## src/rtl/alu_operand_stage.sv

```systemverilog
// ALU operand stage: forwards and selects the two ALU operands,
// then holds them in a two-entry skid buffer toward execute.
module alu_operand_stage #(
  parameter int XLEN   = 32,
  parameter int REG_AW = 5
) (
  input  logic              clk,
  input  logic              rst_n,
  input  logic              in_valid,
  output logic              in_ready,
  input  logic [XLEN-1:0]   rs1_data,
  input  logic [XLEN-1:0]   rs2_data,
  input  logic [XLEN-1:0]   imm,
  input  logic [XLEN-1:0]   pc,
  input  logic [REG_AW-1:0] rs1_addr,
  input  logic [REG_AW-1:0] rs2_addr,
  input  logic [1:0]        a_sel,
  input  logic [1:0]        b_sel,
  input  logic              mem_we,
  input  logic [REG_AW-1:0] mem_rd,
  input  logic [XLEN-1:0]   mem_data,
  input  logic              wb_we,
  input  logic [REG_AW-1:0] wb_rd,
  input  logic [XLEN-1:0]   wb_data,
  input  logic              flush,
  output logic              out_valid,
  input  logic              out_ready,
  output logic [XLEN-1:0]   op_a,
  output logic [XLEN-1:0]   op_b
);

  typedef enum logic [1:0] {
    EMPTY = 2'd0,
    ONE   = 2'd1,
    FULL  = 2'd2
  } state_t;

  localparam logic [XLEN-1:0] FOUR = XLEN'(4);

  state_t          state_q, state_d;
  logic            rdy_q, rdy_d;
  logic [XLEN-1:0] main_a_q, main_a_d;
  logic [XLEN-1:0] main_b_q, main_b_d;
  logic [XLEN-1:0] skid_a_q, skid_a_d;
  logic [XLEN-1:0] skid_b_q, skid_b_d;

  logic [XLEN-1:0] rs1_fwd, rs2_fwd;
  logic [XLEN-1:0] new_a, new_b;
  logic            acc, xfer;

  // Forwarding: EX/MEM beats MEM/WB, x0 never forwarded.
  always_comb begin
    rs1_fwd = rs1_data;
    if (rs1_addr != '0 && wb_we && wb_rd == rs1_addr)
      rs1_fwd = wb_data;
    if (rs1_addr != '0 && mem_we && mem_rd == rs1_addr)
      rs1_fwd = mem_data;
    rs2_fwd = rs2_data;
    if (rs2_addr != '0 && wb_we && wb_rd == rs2_addr)
      rs2_fwd = wb_data;
    if (rs2_addr != '0 && mem_we && mem_rd == rs2_addr)
      rs2_fwd = mem_data;
  end

  // Operand source muxes; unused encodings give zero.
  always_comb begin
    new_a = '0;
    new_b = '0;
    case (a_sel)
      2'd0:    new_a = rs1_fwd;
      2'd1:    new_a = pc;
      default: new_a = '0;
    endcase
    case (b_sel)
      2'd0:    new_b = rs2_fwd;
      2'd1:    new_b = imm;
      2'd2:    new_b = FOUR;
      default: new_b = '0;
    endcase
  end

  assign acc       = in_valid & rdy_q;
  assign out_valid = (state_q != EMPTY);
  assign xfer      = out_valid & out_ready;
  assign in_ready  = rdy_q;
  assign op_a      = main_a_q;
  assign op_b      = main_b_q;

  // Skid buffer next-state and data movement.
  always_comb begin
    state_d  = state_q;
    main_a_d = main_a_q;
    main_b_d = main_b_q;
    skid_a_d = skid_a_q;
    skid_b_d = skid_b_q;
    if (flush) begin
      state_d = EMPTY;
    end else begin
      case (state_q)
        EMPTY: begin
          if (acc) begin
            state_d  = ONE;
            main_a_d = new_a;
            main_b_d = new_b;
          end
        end
        ONE: begin
          if (acc && xfer) begin
            main_a_d = new_a;
            main_b_d = new_b;
          end else if (acc) begin
            state_d  = FULL;
            skid_a_d = new_a;
            skid_b_d = new_b;
          end else if (xfer) begin
            state_d = EMPTY;
          end
        end
        FULL: begin
          if (xfer) begin
            state_d  = ONE;
            main_a_d = skid_a_q;
            main_b_d = skid_b_q;
          end
        end
        default: state_d = EMPTY;
      endcase
    end
    rdy_d = (state_d != FULL);
  end

  // State, ready flag and operand registers.
  always_ff @(posedge clk or negedge rst_n) begin
    if (!rst_n) begin
      state_q  <= EMPTY;
      rdy_q    <= 1'b1;
      main_a_q <= '0;
      main_b_q <= '0;
      skid_a_q <= '0;
      skid_b_q <= '0;
    end else begin
      state_q  <= state_d;
      rdy_q    <= rdy_d;
      main_a_q <= main_a_d;
      main_b_q <= main_b_d;
      skid_a_q <= skid_a_d;
      skid_b_q <= skid_b_d;
    end
  end

endmodule

```

## config.mk

```make
export PLATFORM = sky130hd
export DESIGN_NAME = alu_operand_stage
export DESIGN_NICKNAME = d
export VERILOG_FILES = /design/src/rtl/alu_operand_stage.sv
export SDC_FILE = /design/constraint.sdc
export NUM_CORES = 1
export LEC_CHECK = 0
export CORE_ASPECT_RATIO = 0.9
export CORE_MARGIN = 2
export CORE_UTILIZATION = 50
export CTS_CLUSTER_DIAMETER = 80
export DETAILED_ROUTE_END_ITERATION = 16
export HOLD_SLACK_MARGIN = 0.05
export PLACE_DENSITY_LB_ADDON = 0.15
export REMOVE_ABC_BUFFERS = 1
export SLEW_MARGIN = 0
export SYNTH_ARGS = -nofsm -noshare
export SYNTH_HDL_FRONTEND = slang
export SYNTH_SLANG_ARGS = --single-unit
```

## constraint.sdc

```tcl
create_clock -name clk -period 4.3 [get_ports clk]
set_input_delay 1.075 -clock clk [delete_from_list [all_inputs] [get_ports clk]]
set_output_delay 1.075 -clock clk [all_outputs]
set_load 0.05 [all_outputs]
```

==> out/qor.csv, run 1 <==
metric;value;unit
synth_top_family_by_area;compound AO/OA/AOI/OAI gates;
cts.clk_slew.worst_paths;60;ps
cts.sinks;131;
report.power.total;4.792;mW
crit_buf_inv;2;
synth_compound_area_frac;0.3562;
fin_nets;1364;
crit_path_start_kind;input port;
crit_path_end_kind;flip-flop;
place.gp.congestion;0.9643;
synthCells;911;
htree_levels;4;
clockRootBuffer;clkbuf_16;
viasPerCell;6.880;
register_area;3279;sq um
dr.pass1.iters;6;
yosys.area_share.adder;0;
synthArstFlopShare;1.000;
outcome;finished, final reports clean;
syn-cell-area;8240;sq um
setup_viol;0;
fin_crit_sh;0.8111;
grt_pass1_vias;9429;
yosys.area_share.simple;0.1682;
reg2reg_slack;1790;ps
syn_area_per_cell;9.045;sq um
drt-initial-drc-count;1009;
hp-class;flip-flop to flip-flop;
cap_violations;0;
critical_path_class;input port to flip-flop;
grt_antenna_before_repair;1;
chipWidth;139.3;microns
cts_hold_buf;0;
wire_per_inst;24.46;microns
cp_cell_sequence;clkdlybuf4s50_1 -> xor2_1 -> nor4_1 -> nand4_1 -> buf_12 -> a221o_1 -> a22oi_2 -> a221oi_1;
whs;488.4;ps
grtUsageTotal;0.3762;
io_buffers;288;
drc;0;
yosysWarnings;0;
n_fill_cell;1210;
synthXorXnorAreaFrac;0.02126;
ys_seq_elements;131;
power_density;403.2;nW/um^2
antenna_left;0;
place_ws;491.4;ps
setup_tns;0;ps
ctsResizeCount;0;
pin_count;289;
post_cts_buffers;0;
p_leak;4.803;nW
rsz0062_at_grt;no;
fin_util;0.7367;
setup_slack;812.3;ps
crit_slowest_cell;nand4_1;
die_h;125.8;microns
drive_gt1_frac;0.09272;
finalClockSkew;7.032;ps
grt_max_degree;129;
clock_latency;430;ps
fmax;286.7;MHz
die_area;17530;sq um
synthMuxAreaShare;0.001215;
ys_seq_area_frac;0.3980;
slew_headroom;0.3448;
drv_slew;0;
rows;44;
synth_edf_count;0;
layout_common_cells;clkdlybuf4s50_1 (285), dfrtp_1 (130), nor2_1 (95), nand2_1 (74), a221oi_1 (64);
cp_top_family;simple AND/OR/NAND/NOR gates;
vdd_drop_max;329.0;uV
path_max_fanout;13;
placeableCoreArea;16130;sq um
dp_hpwl;20.51;mm
routed_wl;33.31;mm
grt_remaining_overflow;0;
cp.required;4570;ps
finalCriticalPeriod;3488;ps
ys_types;51;
cts_max_path_buffers;2;
grt_pass1_wl;51.57;mm
max_slew.worst_pin.slew;980.5;ps
cp_slowest_stage_delay;610;ps
vias;9370;
area_growth;44.22;%
ys_dominant_reg_cell;dfrtp_1;
start_util;0.5109;
final_common_cell;clkdlybuf4s50_1;
cts_buffers;17;
crit_arrival;3760;ps
hold_viol_final;0;
cts_tree;built;
multi_input_area;4592;sq um
-- registers in the layout, indices dropped and copies added (netlist names) --
| name | cells |
|---|---|
| in_ready | 1 |
| op_a | 32 |
| op_b | 32 |
| skid_a_q | 32 |
| skid_b_q | 32 |
| state_q | 2 |
-- synthesized netlist by cell type, drive strengths merged (2+ instances only) --
cell type | count | area share
xnor2 | 8 | 0.0085
and3 | 64 | 0.049
a22oi | 61 | 0.074
or2 | 3 | 0.0023
nor4 | 4 | 0.0030
o31a | 2 | 0.0021
a22o | 31 | 0.033
nand4 | 2 | 0.0015
xor2 | 12 | 0.013
or3 | 3 | 0.0023
nor2b | 3 | 0.0023
a221oi | 64 | 0.068
clkbuf | 75 | 0.034
nor2 | 98 | 0.045
o21ai | 34 | 0.021
and2 | 2 | 0.0015
nor3 | 35 | 0.022
o21a | 31 | 0.028
o31ai | 31 | 0.028
or4 | 2 | 0.0023
a21oi | 36 | 0.022
o311ai | 31 | 0.033
buf | 27 | 0.020
nand3 | 3 | 0.0024
dfrtp | 130 | 0.39
nand2 | 74 | 0.034
inv | 2 | 0.00091
a221o | 30 | 0.036
-- area by class of cell --
cell class,instances,area share
antenna,1,0.0002106
clock buffer,20,0.03759
inverter,2,0.0006317
tap,207,0.02179
clock inverter,12,0.01327
sequential,131,0.2760
multi-input combinational,676,0.3864
timing repair buffer,313,0.2642
-- power breakdown --
group	switching, mW	internal, mW
combinational	0.986	0.677
sequential	0.144	1.48
clock	0.582	0.927
total	1.71	3.08
-- layer usage --
| metal | vias up | global-route usage | wire length [microns] |
|---|---|---|---|
| met5 | - | 0 | 0 |
| li1 | 4006 | - | - |
| met4 | 0 | 0.1990 | 1635 |
| met3 | 134 | 0.09886 | 4063 |
| met2 | 758 | 0.5957 | 15430 |
| met1 | 4472 | 0.4754 | 12180 |
-- stage by stage --
step | instance area, sq um | instances
floorplan | 7794 | 809
global placement | 11280 | 1329
detailed placement | 11280 | 1329
CTS | 11880 | 1361
global route | 11880 | 1362
finish | 11880 | 1362
-- worst reg2reg max path: cells and delay by family (launching register included) --
kind / cells / cell delay [ps]
flops: 1 / 520
simple gates: 5 / 1610
compound gates: 1 / 280
-- kinds of logic after synthesis --
logic type | count (synthesis)
buffers and inverters | 104
DFF | 131
and+or+nand+nor | 295
muxes | 1
AOI/OAI and AO/OA | 360
xor gates and xnor gates | 20
-- worst paths after layout --
check	start	end	cells after the start
worst max register to register	in_ready	skid_a_q[3]	6
worst min-delay path	op_b[1]	op_b[1]	1
worst max-delay path	rs1_addr[0]	op_a[10]	8
max in group asynchronous	rst_n	op_b[21]	2
min in group asynchronous	rst_n	skid_b_q[19]	1
worst min register to register	op_b[1]	op_b[1]	1
(Power assumes the default switching activity.)
==> run 2: changes to the inputs <==
--- a/config.mk
+++ b/config.mk
@@ -7,7 +7,7 @@
 export LEC_CHECK = 0
 export CORE_ASPECT_RATIO = 0.9
 export CORE_MARGIN = 2
-export CORE_UTILIZATION = 50
+export CORE_UTILIZATION = 46
 export CTS_CLUSTER_DIAMETER = 80
 export DETAILED_ROUTE_END_ITERATION = 16
 export HOLD_SLACK_MARGIN = 0.05
==> constraint.sdc (replaced) <==
create_clock -name clk -period 3.6 [get_ports clk]
set_input_delay 0.9 -clock clk [delete_from_list [all_inputs] [get_ports clk]]
set_output_delay 0.9 -clock clk [all_outputs]
set_load 0.05 [all_outputs]
==> run 2 against run 1 <==
Die area grew 8.4%; non-clock buffer count grew 17; register-to-register slack lost 570 ps; total power grew 22%; global-route usage shrank 3.6 points; critical path depth shrank 1; count of clock-buffer cells in the layout shrank 1.
==> out/qor.csv, run 2 (same netlist as run 1, synthesis figures left out) <==
metric;value;unit;change
outcome;finished, final reports clean;;unchanged
fin_nets;1381;;was 1364
grt_antenna_before_repair;0;;was 1
post_cts_buffers;0;;unchanged
clock_latency;420;ps;was 430 ps
fin_crit_sh;0.8720;;
cts.sinks;131;;unchanged
grt_pass1_wl;50.49;mm;was 51.57 mm
critical_path_class;input port to flip-flop;;unchanged
grt_remaining_overflow;0;;unchanged
die_h;131.0;microns;was 125.8 microns
drive_gt1_frac;0.1059;;was 0.09272
viasPerCell;6.504;;was 6.880
report.power.total;5.824;mW;was 4.792 mW
rsz0062_at_grt;no;;unchanged
n_fill_cell;1419;;was 1210
final_common_cell;clkdlybuf4s50_1;;unchanged
startpoint;wb_rd[2];;was rs1_addr[0]
drc;0;;unchanged
crit_slowest_cell;xnor2_2;;was nand4_1
vias;9177;;was 9370
cap_violations;0;;unchanged
placeableCoreArea;17610;sq um;was 16130 sq um
cts_tree;built;;unchanged
start_util;0.4679;;was 0.5109
slew_headroom;0.4472;;was 0.3448
hold_viol_final;0;;unchanged
cp.required;3870;ps;was 4570 ps
antennaDiodeCount;0;;was 1
layout_common_cells;clkdlybuf4s50_1 (285), dfrtp_1 (130), nor2_1 (95), nand2_1 (74);;was clkdlybuf4s50_1 (285), dfrtp_1 (130), nor2_1 (95), nand2_1 (74), a221oi_1 (64)
place_ws;64.76;ps;was 491.4 ps
grtUsageTotal;0.3404;;was 0.3762
dr.pass1.iters;5;;was 6
cp_slowest_stage_delay;690;ps;was 610 ps
dp_hpwl;22.44;mm;was 20.51 mm
antenna_left;0;;unchanged
grt_max_degree;69;;was 129
rows;46;;was 44
cts_max_path_buffers;2;;unchanged
htree_levels;4;;unchanged
fin_util;0.6878;;was 0.7367
r2r-start;state_q[1];;was in_ready
fmax;318.5;MHz;
crit_path_end_kind;flip-flop;;unchanged
p_int;3.782;mW;was 3.079 mW
crit_path_start_kind;input port;;unchanged
clockRootBuffer;clkbuf_16;;unchanged
finalCriticalPeriod;3139;ps;
power.share.switching;0.3506;;was 0.3574
place.gp.congestion;0.8876;;was 0.9643
cp_cell_sequence;clkdlybuf4s50_1 -> xnor2_2 -> nand4_1 -> buf_4 -> a221o_1 -> a22oi_2 -> a221oi_1;;was clkdlybuf4s50_1 -> xor2_1 -> nor4_1 -> nand4_1 -> buf_12 -> a221o_1 -> a22oi_2 -> a221oi_1
cts.clk_slew.worst_paths;60;ps;about the same
chipWidth;145.1;microns;was 139.3 microns
cts_buffers;17;;unchanged
p_comb_frac;0.345;;was 0.347
fin_area;12110;sq um;was 11880 sq um
place_area;11480;sq um;was 11280 sq um
die_area;19000;sq um;was 17530 sq um
crit_buf_inv;2;;unchanged
cp_top_family;buffers and inverters;;was simple AND/OR/NAND/NOR gates
vdd_drop_max;317.5;uV;was 329.0 uV
setup_viol;0;;unchanged
drt-initial-drc-count;799;;was 1009
pin_count;289;;unchanged
p_leak;4.914;nW;was 4.803 nW
grt_pass1_vias;9048;;was 9429
area_growth;47.01;%;was 44.22%
drv_slew;0;;unchanged
hp-class;input port to asynchronous set/reset pin;;was flip-flop to flip-flop
crit_arrival;3410;ps;was 3760 ps
setup_slack;460.7;ps;was 812.3 ps
p_seq_frac;0.332;;was 0.338
max_slew.worst_pin.slew;825.1;ps;was 980.5 ps
cts_hold_buf;0;;unchanged
routed_wl;32.83;mm;was 33.31 mm
wire_per_inst;23.27;microns;was 24.46 microns
io_buffers;288;;unchanged
switching_power;2.041;mW;was 1.712 mW
ctsResizeCount;0;;unchanged
clkPwrFrac;0.323;;was 0.315
power_density;480.7;nW/um^2;was 403.2 nW/um^2
finalClockSkew;8.767;ps;was 7.032 ps
path_max_fanout;20;;was 13
==> run 2: cell types whose count changed in the layout (fill, tap and decap cells not counted), moves of 2 or more <==
cell	previous run	this run
buf_12	6	9
clkbuf_1	2	0
clkinv_4	2	0
buf_4	20	33
==> run 2: power groups by stage <==
| stage | Clock, mW | Combinational, mW | Sequential (mW) |
|---|---|---|---|
| global route | 1.95 | 2.11 | 1.97 |
| floorplan | 0 | 0.568 | 2.46 |
| finish | 1.88 | 2.01 | 1.94 |
| detailed placement | 0 | 1.99 | 1.95 |
| global placement | 0 | 1.97 | 1.95 |
| CTS | 1.89 | 2.00 | 1.93 |
==> run 2: final timing paths <==
path	endpoint	slack [ps]	depth (start not counted)
worst max-delay path	op_a[26]	460	7
worst min-delay path	op_b[19]	360	1
worst max register to register	op_b[28]	1220	6
worst min register to register	op_b[30]	490	1
max in group asynchronous	in_ready	2400	2
min in group clk	op_b[30]	490	1
==> run 2: per-layer routing <==
layer,part of all wire,vias to the layer above,track usage,wire (microns)
li1,-,4034,-,-
met1,0.39,4466,0.4418,12950
met2,0.47,589,0.5476,15310
met3,0.10,88,0.08368,3385
met4,0.036,0,0.1540,1186
met5,0,-,0,0
==> run 2: cell type report <==
class	count	area, sq um	area share
Multi-Input combinational cell	676	4589	0.3788
Timing Repair Buffer	330	3302	0.2726
Inverter	2	7.507	0.0006197
Clock inverter	13	182.7	0.01508
Sequential cell	131	3279	0.2707
Tap cell	240	300.3	0.02479
Clock buffer	19	452.9	0.03739
==> run 2: metrics by stage <==
step / std cells / TNS [ps] / hold WS [ps]
4_1_cts: 1411 / 0 / 359.4
2_1_floorplan: 809 / -290640 / 450.2
3_5_place_dp: 1379 / 0 / 475.8
5_1_grt: 1411 / 0 / 366.2
6_report: 1411 / 0 / 356.3
3_3_place_gp: 1379 / 0 / 467.3
==> run 3: changes to the inputs <==
--- a/config.mk
+++ b/config.mk
@@ -17,3 +17,4 @@
 export SYNTH_ARGS = -nofsm -noshare
 export SYNTH_HDL_FRONTEND = slang
 export SYNTH_SLANG_ARGS = --single-unit
+export TNS_END_PERCENT = 20
==> results of run 3 <==
No change in the layout: final DEF, timing and power equal those of run 2.
